[config.mk]
export PLATFORM = sky130hd
export DESIGN_NAME = matrix_ctrl_seq
export DESIGN_NICKNAME = d
export VERILOG_FILES = /design/src/rtl/ctrl_pkg.sv /design/src/rtl/matrix_ctrl_seq_op_class_decode.sv /design/src/rtl/matrix_ctrl_seq.sv
export SDC_FILE = /design/constraint.sdc
export NUM_CORES = 1
export LEC_CHECK = 0
export BUFFER_PORTS_ARGS = -buffer_cell sky130_fd_sc_hd__buf_2
export CORE_AREA = 2 2 76 78
export DETAILED_ROUTE_END_ITERATION = 6
export DIE_AREA = 0 0 78 80
export PLACE_DENSITY = 0.61
export SYNTH_ARGS = -nofsm -noshare
export SYNTH_HDL_FRONTEND = slang
export SYNTH_HIERARCHICAL = 1
export SYNTH_SLANG_ARGS = --single-unit
[constraint.sdc]
create_clock -name clk -period 1.62 [get_ports clk]
set_input_delay 0.324 -clock clk [delete_from_list [all_inputs] [get_ports clk]]
set_output_delay 0.324 -clock clk [all_outputs]
set_load 0.02 [all_outputs]
[src/rtl/ctrl_pkg.sv]
// ctrl_pkg: opcode encodings, op classes and sequencer states shared by the matrix control decoders
package ctrl_pkg;
   localparam logic [5:0] OP_LOAD  = 6'b000000;
   localparam logic [5:0] OP_STORE = 6'b000001;
   localparam logic [5:0] OP_VEC0  = 6'b001000;
   localparam logic [5:0] OP_VEC1  = 6'b001001;
   localparam logic [5:0] OP_VEC2  = 6'b001101;
   localparam logic [5:0] OP_MMUL  = 6'b001100;
   localparam logic [2:0] OP_INT_HI  = 3'b010;
   localparam logic [4:0] OP_CMP_HI  = 5'b01100;
   localparam logic [3:0] OP_JUMP_HI = 4'b0111;
   localparam logic [5:0] OP_ZERO  = 6'b100100;

   typedef enum logic [3:0] {
      CL_LOAD, CL_STORE, CL_VEC, CL_MMUL, CL_INT, CL_CMP, CL_JUMP, CL_ZERO, CL_ILLEGAL
   } opClass_t;

   typedef enum logic [2:0] {
      S_IDLE, S_MEM, S_LANE, S_EXEC, S_WB, S_DONE
   } state_t;

   function automatic int atLeastOne(int w);
      return w < 1 ? 1 : w;
   endfunction
endpackage

[src/rtl/matrix_ctrl_seq_op_class_decode.sv]
// op_class_decode: combinational opcode to op-class mapping
module op_class_decode
   import ctrl_pkg::*;
(
   input  logic [5:0] op,
   output opClass_t   opClass
);
   assign opClass = op == OP_LOAD                                ? CL_LOAD  :
                    op == OP_STORE                               ? CL_STORE :
                    op == OP_VEC0 || op == OP_VEC1 || op == OP_VEC2 ? CL_VEC   :
                    op == OP_MMUL                                ? CL_MMUL  :
                    op[5:3] == OP_INT_HI                         ? CL_INT   :
                    op[5:1] == OP_CMP_HI                         ? CL_CMP   :
                    op[5:2] == OP_JUMP_HI                        ? CL_JUMP  :
                    op == OP_ZERO                                ? CL_ZERO  : CL_ILLEGAL;
endmodule

[src/rtl/matrix_ctrl_seq.sv]
// matrix_ctrl_seq: multi-cycle opcode sequencer driving memory, lane and register-file strobes
module matrix_ctrl_seq
   import ctrl_pkg::*;
#(
   parameter int LANES       = 4,
   parameter int MUL_CYCLES  = 4,
   parameter int MEM_TIMEOUT = 16
)(
   input  logic             clk,
   input  logic             reset,
   input  logic [5:0]       op,
   input  logic             op_valid,
   output logic             op_ready,
   input  logic             mem_ready,
   output logic             inst_write,
   output logic             mem_read,
   output logic             mem_write,
   output logic [LANES-1:0] data_out,
   output logic             reg_write,
   output logic             flag_write,
   output logic             done,
   output logic             illegal,
   output logic             timeout
);
   localparam int LW = $clog2(LANES);
   localparam int SW = atLeastOne($clog2(MUL_CYCLES));
   localparam int WW = atLeastOne($clog2(MEM_TIMEOUT + 1));
   localparam logic [LW-1:0] LAST_LANE = LW'(LANES - 1);
   localparam logic [SW-1:0] LAST_SUB  = SW'(MUL_CYCLES - 1);
   localparam logic [WW-1:0] LAST_WAIT = WW'(MEM_TIMEOUT - 1);
   localparam logic [LANES-1:0] LANE0 = LANES'(1);
   localparam logic [LANES-1:0] ALL   = {LANES{1'b1}};

   state_t           state;
   opClass_t         cls;
   opClass_t         decCls;
   logic [LW-1:0]    laneIdx;
   logic [LW-1:0]    nextLane;
   logic [SW-1:0]    subCnt;
   logic [SW-1:0]    nextSub;
   logic [WW-1:0]    waitCnt;
   logic             lastSub;
   logic             lastLane;
   logic             waitHit;

   op_class_decode uDecode (.op(op), .opClass(decCls));

   assign nextLane = laneIdx + 1'b1;
   assign nextSub  = subCnt + 1'b1;
   assign lastSub  = cls == CL_VEC || subCnt == LAST_SUB;
   assign lastLane = laneIdx == LAST_LANE;
   assign waitHit  = MEM_TIMEOUT != 0 && waitCnt == LAST_WAIT;

   // Advance the sequencer and register the outputs belonging to the state being entered
   always_ff @(posedge clk or posedge reset) begin
      if (reset) begin
         state      <= S_IDLE;
         cls        <= CL_ILLEGAL;
         laneIdx    <= '0;
         subCnt     <= '0;
         waitCnt    <= '0;
         op_ready   <= 1'b1;
         inst_write <= 1'b0;
         mem_read   <= 1'b0;
         mem_write  <= 1'b0;
         data_out   <= '0;
         reg_write  <= 1'b0;
         flag_write <= 1'b0;
         done       <= 1'b0;
         illegal    <= 1'b0;
         timeout    <= 1'b0;
      end else begin
         op_ready   <= 1'b0;
         inst_write <= 1'b0;
         mem_read   <= 1'b0;
         mem_write  <= 1'b0;
         data_out   <= '0;
         reg_write  <= 1'b0;
         flag_write <= 1'b0;
         done       <= 1'b0;
         illegal    <= 1'b0;
         timeout    <= 1'b0;
         case (state)
            S_IDLE: if (op_valid) begin
               cls     <= decCls;
               laneIdx <= '0;
               subCnt  <= '0;
               waitCnt <= '0;
               case (decCls)
                  CL_LOAD, CL_STORE: begin
                     state      <= S_MEM;
                     inst_write <= 1'b1;
                     mem_read   <= decCls == CL_LOAD;
                     mem_write  <= decCls == CL_STORE;
                  end
                  CL_VEC, CL_MMUL: begin
                     state     <= S_LANE;
                     data_out  <= LANE0;
                     reg_write <= decCls == CL_VEC || MUL_CYCLES == 1;
                  end
                  CL_INT, CL_CMP: begin
                     state      <= S_EXEC;
                     reg_write  <= decCls == CL_INT;
                     flag_write <= decCls == CL_CMP;
                  end
                  CL_ZERO: begin
                     state     <= S_WB;
                     data_out  <= ALL;
                     reg_write <= 1'b1;
                  end
                  default: begin
                     state   <= S_DONE;
                     done    <= 1'b1;
                     illegal <= decCls == CL_ILLEGAL;
                  end
               endcase
            end else begin
               op_ready <= 1'b1;
            end
            S_MEM: if (mem_ready) begin
               state     <= cls == CL_LOAD ? S_WB : S_DONE;
               data_out  <= cls == CL_LOAD ? ALL : '0;
               reg_write <= cls == CL_LOAD;
               done      <= cls != CL_LOAD;
            end else if (waitHit) begin
               state   <= S_DONE;
               done    <= 1'b1;
               timeout <= 1'b1;
            end else begin
               waitCnt    <= waitCnt + 1'b1;
               inst_write <= 1'b1;
               mem_read   <= cls == CL_LOAD;
               mem_write  <= cls == CL_STORE;
            end
            S_LANE: if (!lastSub) begin
               subCnt    <= nextSub;
               data_out  <= LANE0 << laneIdx;
               reg_write <= nextSub == LAST_SUB;
            end else if (!lastLane) begin
               laneIdx   <= nextLane;
               subCnt    <= '0;
               data_out  <= LANE0 << nextLane;
               reg_write <= cls == CL_VEC || MUL_CYCLES == 1;
            end else begin
               state <= S_DONE;
               done  <= 1'b1;
            end
            S_EXEC, S_WB: begin
               state <= S_DONE;
               done  <= 1'b1;
            end
            default: begin
               state    <= S_IDLE;
               op_ready <= 1'b1;
            end
         endcase
      end
   end
endmodule
==> impl_metrics.env, run 1 <==
export IMPL_nNetsFinal=275
export IMPL_clock_fmax_mhz=612
export IMPL_hold_class="in -> async"
export IMPL_synth_edf_count=0
export IMPL_cp_top_family="flip-flops"
export IMPL_die_w_um=78
export IMPL_grt_pass1_vias=1500
export IMPL_clkLatencyLatePin_ns=0.28
export IMPL_cts_buffers_inserted=5
export IMPL_dieArea_sq_mm=0.00624
export IMPL_start_util_pct=34.4
export IMPL_arrival_ns=1.80
export IMPL_drtPass1Iterations=4
export IMPL_num_fill_cells=545
export IMPL_yosysWarnings=6
export IMPL_rsz0062_at_grt="yes"
export IMPL_synth_mux_area_share_pct=1.75
export IMPL_cp_data_required_time_ns=1.79
export IMPL_clkSinkCount=29
export IMPL_setup_viol=2
export IMPL_timing_final_ws_setup_ns=-0.0139
export IMPL_core_area_sq_mm=0.00541
export IMPL_path_buf_inv=0
export IMPL_power_density_mw_per_mm2=1260
export IMPL_grt_total_usage_pct=14.8
export IMPL_post_drt_via_cell_ratio=4.95
export IMPL_dpl_hpwl_um=3170
export IMPL_ys_ff_latch=29
export IMPL_leakage_nw=1.19
export IMPL_critPathSlowestCell="dfrtp_1"
export IMPL_final_max_slew_viol_count=0
export IMPL_boundaryPins=23
export IMPL_violations="setup timing"
export IMPL_synth_top_family_by_area="simple AND/OR/NAND/NOR gates"
export IMPL_final_period_utilization_pct=101
export IMPL_post_dp_cell_area_sq_mm=0.00232
export IMPL_cp_depth=7
export IMPL_gp_congestion=0.792
export IMPL_antenna_found_initial=0
export IMPL_cts_root_buf="clkbuf_8"
export IMPL_cts_buffer_depth=2
export IMPL_yosysSeqAreaShare_pct=39.2
export IMPL_endpoint_kind="register"
export IMPL_syn_num_nets=218
export IMPL_htree_levels=2
export IMPL_synth_distinct_cells=59
export IMPL_syn_cell_area_sq_mm=0.00186
export IMPL_startpoint_type="register"
export IMPL_fin_setup_tns_ns=-0.0190
export IMPL_hold_violations=0
export IMPL_cpPeakStageDelay_ns=0.36
export IMPL_fin_crit_ns=1.63
export IMPL_ff2ff_path_depth=7
export IMPL_cap_violations=0
export IMPL_grt_pass1_wl_um=7260
export IMPL_globalRouteOverflowTotal=0
export IMPL_port_buffers=22
export IMPL_drc=0
export IMPL_hold_slack_ns=0.118
export IMPL_row_count=27
export IMPL_num_vias=1619
export IMPL_wire_per_inst_um=13.5
export IMPL_synth_top_flop_cell="dfrtp_1"
export IMPL_vdd_drop_max_mv=0.406
export IMPL_synth_avg_cell_area_sq_um=9.44
export IMPL_synth_async_reset_ratio_pct=100
export IMPL_drt_initial_drc_count=79
export IMPL_cts_hold_buf=0
export IMPL_run_status="complete, but fails checks"
export IMPL_syn2layout_area_growth_pct=36.5
export IMPL_cts_tree="built"
export IMPL_antenna_cells=0
export IMPL_syn_inst=197
export IMPL_finClkSkew_ns=0.00509
export IMPL_synth_simple_gate_area_share_pct=30.9
export IMPL_die_height_um=80
export IMPL_synth_adder_area_share_pct=7.40
export IMPL_grt_max_degree=30
export IMPL_clk_pin_slew_worst_paths_ns=0.07
export IMPL_wirelength_um=4430
export IMPL_maxSlewHeadroom_pct=73.9
export IMPL_crit_chain="ha_2 > and3_4 > ha_4 > nor2_4 > nand2_1 > mux2_2 > a22o_1"
export IMPL_drive_gt1_share_pct=42.4
export IMPL_antenna_left=0
export IMPL_post_route_cell_area_sq_mm=0.00254
export IMPL_critical_path_class="reg -> reg"
export IMPL_tightest_slew_ns=0.392
export IMPL_worst_r2r_setup_slack_ns=-0.01
export IMPL_synth_xor_area_share_pct=0.942
export IMPL_synth_compound_area_share_pct=13.9
export IMPL_path_max_fanout=5
==> layout make-up <==
class / instances / area [sq um] / area share [%]
timing repair buffer: 62 / 459 / 18.1
multi-input combinational: 147 / 1130 / 44.7
sequential: 29 / 729 / 28.7
clock buffer: 8 / 90.1 / 3.55
inverter: 9 / 33.8 / 1.33
tap: 72 / 90.1 / 3.55
==> cell usage after synthesis, types with 2 or more instances <==
| master | number | area, sq um |
|---|---|---|
| nand3_1 | 14 | 70.1 |
| o21ai_0 | 8 | 40.0 |
| dfrtp_1 | 27 | 676 |
| o211ai_1 | 2 | 15.0 |
| o22ai_1 | 4 | 25.0 |
| buf_2 | 4 | 20.0 |
| ha_1 | 11 | 138 |
| o21a_1 | 2 | 15.0 |
| buf_6 | 2 | 22.5 |
| nor2b_1 | 6 | 37.5 |
| nor4b_4 | 2 | 47.6 |
| buf_4 | 3 | 22.5 |
| nor3b_1 | 2 | 15.0 |
| nor4b_1 | 4 | 35.0 |
| nand2_1 | 27 | 101 |
| inv_1 | 9 | 33.8 |
| a31oi_1 | 2 | 12.5 |
| clkbuf_1 | 3 | 11.3 |
| and3_1 | 3 | 18.8 |
| nor2_1 | 12 | 45.0 |
| mux2_2 | 2 | 22.5 |
| dfstp_2 | 2 | 52.6 |
| nand2b_1 | 2 | 12.5 |
| or2_2 | 2 | 12.5 |
| nor3_1 | 8 | 40.0 |
==> what timing repair did <==
action                                  CTS  global route
gates cloned                              0             0
gates resized for setup                   1            25
pin swaps                                 4            13
buffers inserted                          2             2
endpoints found under the setup margin    5            21
==> cell families (layout without fill, tap and decap cells) <==
logic type,Yosys count,count (layout)
AND/OR/NAND/NOR,98,98
AO/OA/AOI/OAI,33,33
flip-flops,29,29
buffers and inverters,21,79
adder cells (fa/ha/maj),11,11
multiplexers,3,3
XOR/XNOR,2,2
==> flip-flops by register name, summed over array words and instances (netlist names) <==
| register | cells |
|---|---|
| cls | 4 |
| data_out | 4 |
| done | 1 |
| flag_write | 1 |
| illegal | 1 |
| inst_write | 1 |
| laneIdx | 2 |
| mem_read | 1 |
| mem_write | 1 |
| op_ready | 1 |
| reg_write | 1 |
| state | 3 |
| subCnt | 2 |
| timeout | 1 |
| waitCnt | 5 |
==> power breakdown <==
part	internal, W	leakage, nW	total (W)	switching [W]
sequential	0.000942	0.383	0.00110	0.000162
combinational	0.000734	0.760	0.00148	0.000749
clock	0.000346	0.0455	0.000620	0.000274
==> path summary, 6_finish.rpt <==
path | startpoint | end
worst max-delay path | waitCnt[1] | waitCnt[2]
min in group clk | mem_ready | timeout
worst max register to register | waitCnt[1] | waitCnt[2]
max in group asynchronous | reset | op_ready
worst min-delay path | reset | laneIdx[0]
worst min register to register | cls[3] | cls[3]
==> stage by stage <==
step	setup WS [ns]	total power [W]	std cells	utilization, %
6_report	-0.0139	0.00321	327	46.9
4_1_cts	-0.0390	0.00314	325	45.0
2_1_floorplan	-0.186	0.00197	197	-
3_3_place_gp	-0.238	0.00246	315	42.9
5_1_grt	-0.0974	0.00344	327	46.9
3_5_place_dp	-0.262	0.00248	315	42.9
==> metal layers <==
layer | part of all wire (%) | vias up | global-route usage (%)
met4 | 1.2 | 0 | 4.74
met1 | 45 | 785 | 19.8
met3 | 2.4 | 4 | 2.38
met5 | 0 | - | 0
met2 | 51 | 22 | 24.3
li1 | - | 808 | -
==> worst register-to-register path, stage by stage (launching register included) <==
cell and delay [ns]:
dfrtp_1 0.36, ha_2 0.19, and3_4 0.18, ha_4 0.17, nor2_4 0.04, nand2_1 0.06, mux2_2 0.32, a22o_1 0.21
==> cell usage in the layout, fill, tap and decap left out, types with 3 or more instances in the layout <==
master     n
nor2_4     3
nand3_1   14
o22ai_1    4
buf_4     38
nor3_1     6
dfrtp_1   26
nor2b_1    6
nand2_1   26
clkbuf_8   6
ha_1       9
buf_2     18
nor4b_1    3
buf_6      3
inv_1      8
o21ai_0    7
nor2_1    10
Note: power is estimated with default switching activity, not from simulation.
==> run 2, diff against run 1 <==
--- a/config.mk
+++ b/config.mk
@@ -9,6 +9,7 @@
 export CORE_AREA = 2 2 76 78
 export DETAILED_ROUTE_END_ITERATION = 6
 export DIE_AREA = 0 0 78 80
+export MAX_ROUTING_LAYER = met4
 export PLACE_DENSITY = 0.61
 export SYNTH_ARGS = -nofsm -noshare
 export SYNTH_HDL_FRONTEND = slang
==> impl_metrics.env, run 2 (synthesis gave the netlist of run 1 again) <==
export IMPL_layout_common_cells="buf_4, nand2_1, dfrtp_1, buf_2, nand3_1"
export IMPL_final_max_slew_viol_count=0
export IMPL_tightest_slew_ns=0.392
export IMPL_htree_levels=2
export IMPL_cts_buffer_depth=2
export IMPL_arrival_ns=1.80
export IMPL_cts_root_buf="clkbuf_8"
export IMPL_regToRegStartpoint="waitCnt[1]"
export IMPL_clkLatencyLatePin_ns=0.28
export IMPL_switching_power_w=0.00118
export IMPL_grt_pass1_vias=1505
export IMPL_clk_pin_slew_worst_paths_ns=0.07
export IMPL_post_drt_via_cell_ratio=5.00
export IMPL_port_buffers=22
export IMPL_boundaryPins=23
export IMPL_drtPass1Iterations=4
export IMPL_die_w_um=78
export IMPL_rsz0062_at_grt="yes"
export IMPL_leakage_nw=1.19
export IMPL_r2r_end="waitCnt[2]"
export IMPL_drive_gt1_share_pct=42.4
export IMPL_num_vias=1634
export IMPL_hold_class="in -> async"
export IMPL_drt_initial_drc_count=80
export IMPL_seq_power_share_pct=34.5
export IMPL_wire_per_inst_um=13.5
export IMPL_cp_data_required_time_ns=1.79
export IMPL_largest_reg_flops=5
export IMPL_cts_tree="built"
export IMPL_hold_violations=0
export IMPL_core_area_sq_mm=0.00541
export IMPL_critical_path_class="reg -> reg"
export IMPL_power_density_mw_per_mm2=1260
export IMPL_p_int_w=0.00202
export IMPL_row_count=27
export IMPL_p_comb_share_pct=46.3
export IMPL_instances_no_fill=327
export IMPL_ff2ff_path_depth=7
export IMPL_dieArea_sq_mm=0.00624
export IMPL_run_status="complete, but fails checks"
export IMPL_setup_viol=2
export IMPL_finClkSkew_ns=0.00509
export IMPL_antenna_cells=0
export IMPL_timing_final_ws_setup_ns=-0.0140
export IMPL_clkSinkCount=29
export IMPL_grt_max_degree=30
export IMPL_cts_buffers_inserted=5
export IMPL_layout_commonest_cell="buf_4"
export IMPL_endpoint_kind="register"
export IMPL_num_fill_cells=545
export IMPL_maxSlewHeadroom_pct=73.9
export IMPL_syn2layout_area_growth_pct=36.5
export IMPL_cap_violations=0
export IMPL_antenna_found_initial=0
export IMPL_max_flop_register="waitCnt"
export IMPL_start_util_pct=34.4
export IMPL_globalRouteOverflowTotal=0
export IMPL_die_height_um=80
export IMPL_hold_slack_ns=0.118
export IMPL_clock_fmax_mhz=612
export IMPL_violations="setup timing"
export IMPL_fin_crit_ns=1.63
export IMPL_path_max_fanout=5
export IMPL_grt_pass1_wl_um=7250
export IMPL_startpoint_type="register"
export IMPL_gp_congestion=0.803
export IMPL_vdd_drop_max_mv=0.405
export IMPL_dpl_hpwl_um=3170
export IMPL_drc=0
export IMPL_dp_cells=315
export IMPL_final_period_utilization_pct=101
export IMPL_p_clk_share_pct=19.3
export IMPL_nNetsFinal=275
export IMPL_antenna_left=0
export IMPL_sw_frac_of_total_pct=36.9
export IMPL_worst_r2r_setup_slack_ns=-0.01
export IMPL_wirelength_um=4400
export IMPL_grt_total_usage_pct=15.2
export IMPL_reg_largest_list="waitCnt x5, cls x4, data_out x4"
==> run 2: cell counts in the layout (fill, tap and decap cells not counted) <==
No cell type changed its count.
==> run 2: layout make-up <==
class	instances	area, sq um	area share (%)
multi-input combinational	147	1130	44.7
sequential	29	729	28.7
timing repair buffer	62	459	18.1
clock buffer	8	90.1	3.55
tap	72	90.1	3.55
inverter	9	33.8	1.33
==> run 2: worst max-delay path by stage <==
stage                          start    endpoint  cells after the start
after floorplan                op[3]   reg_write                      7
after global placement         op[3]   reg_write                      7
after detailed placement       op[5]   reg_write                      8
after CTS                 waitCnt[1]  waitCnt[2]                      7
after global routing      waitCnt[0]  waitCnt[3]                      7
final                     waitCnt[1]  waitCnt[2]                      7
==> run 2: power groups by stage <==
stage / clock network [W] / logic, W / registers [W]
2_1_floorplan: 0 / 0.000787 / 0.00118
3_3_place_gp: 0 / 0.00134 / 0.00111
3_5_place_dp: 0 / 0.00136 / 0.00111
4_1_cts: 0.000642 / 0.00140 / 0.00110
5_1_grt: 0.000675 / 0.00164 / 0.00113
6_report: 0.000618 / 0.00148 / 0.00110
==> run 2: per-stage QoR <==
step                setup slack, ns  power, W  area [sq um]  util, %  setup TNS (ns)
floorplan                    -0.186   0.00197          1930        -          -0.957
global placement             -0.238   0.00246          2320     42.9           -2.43
detailed placement           -0.262   0.00248          2320     42.9           -2.76
CTS                         -0.0390   0.00314          2430     45.0         -0.0589
global route                -0.0974   0.00344          2540     46.9          -0.511
finish                      -0.0140   0.00321          2540     46.9         -0.0192
==> run 2: what timing repair did <==
item | CTS | global route
endpoints found under the setup margin | 5 | 21
cloned | 0 | 0
buffers inserted | 2 | 2
pin swaps | 4 | 13
resized for setup | 1 | 25
hold buffers | 0 | 0
hold endpoints to repair | 0 | 0
==> run 2: layer usage <==
metal | wire length, um | vias up | GRT usage, %
met4 | 50 | 0 | 4.74
li1 | - | 809 | -
met2 | 2260 | 26 | 24.3
met5 | 0 | - | -
met1 | 1970 | 795 | 19.8
met3 | 115 | 4 | 2.38
==> run 2: worst max-delay path, stage by stage (launching register included) <==
cell     delay, ns
dfrtp_1       0.36
ha_2          0.19
and3_4        0.18
ha_4          0.17
nor2_4        0.04
nand2_1       0.06
mux2_2        0.32
a22o_1        0.21
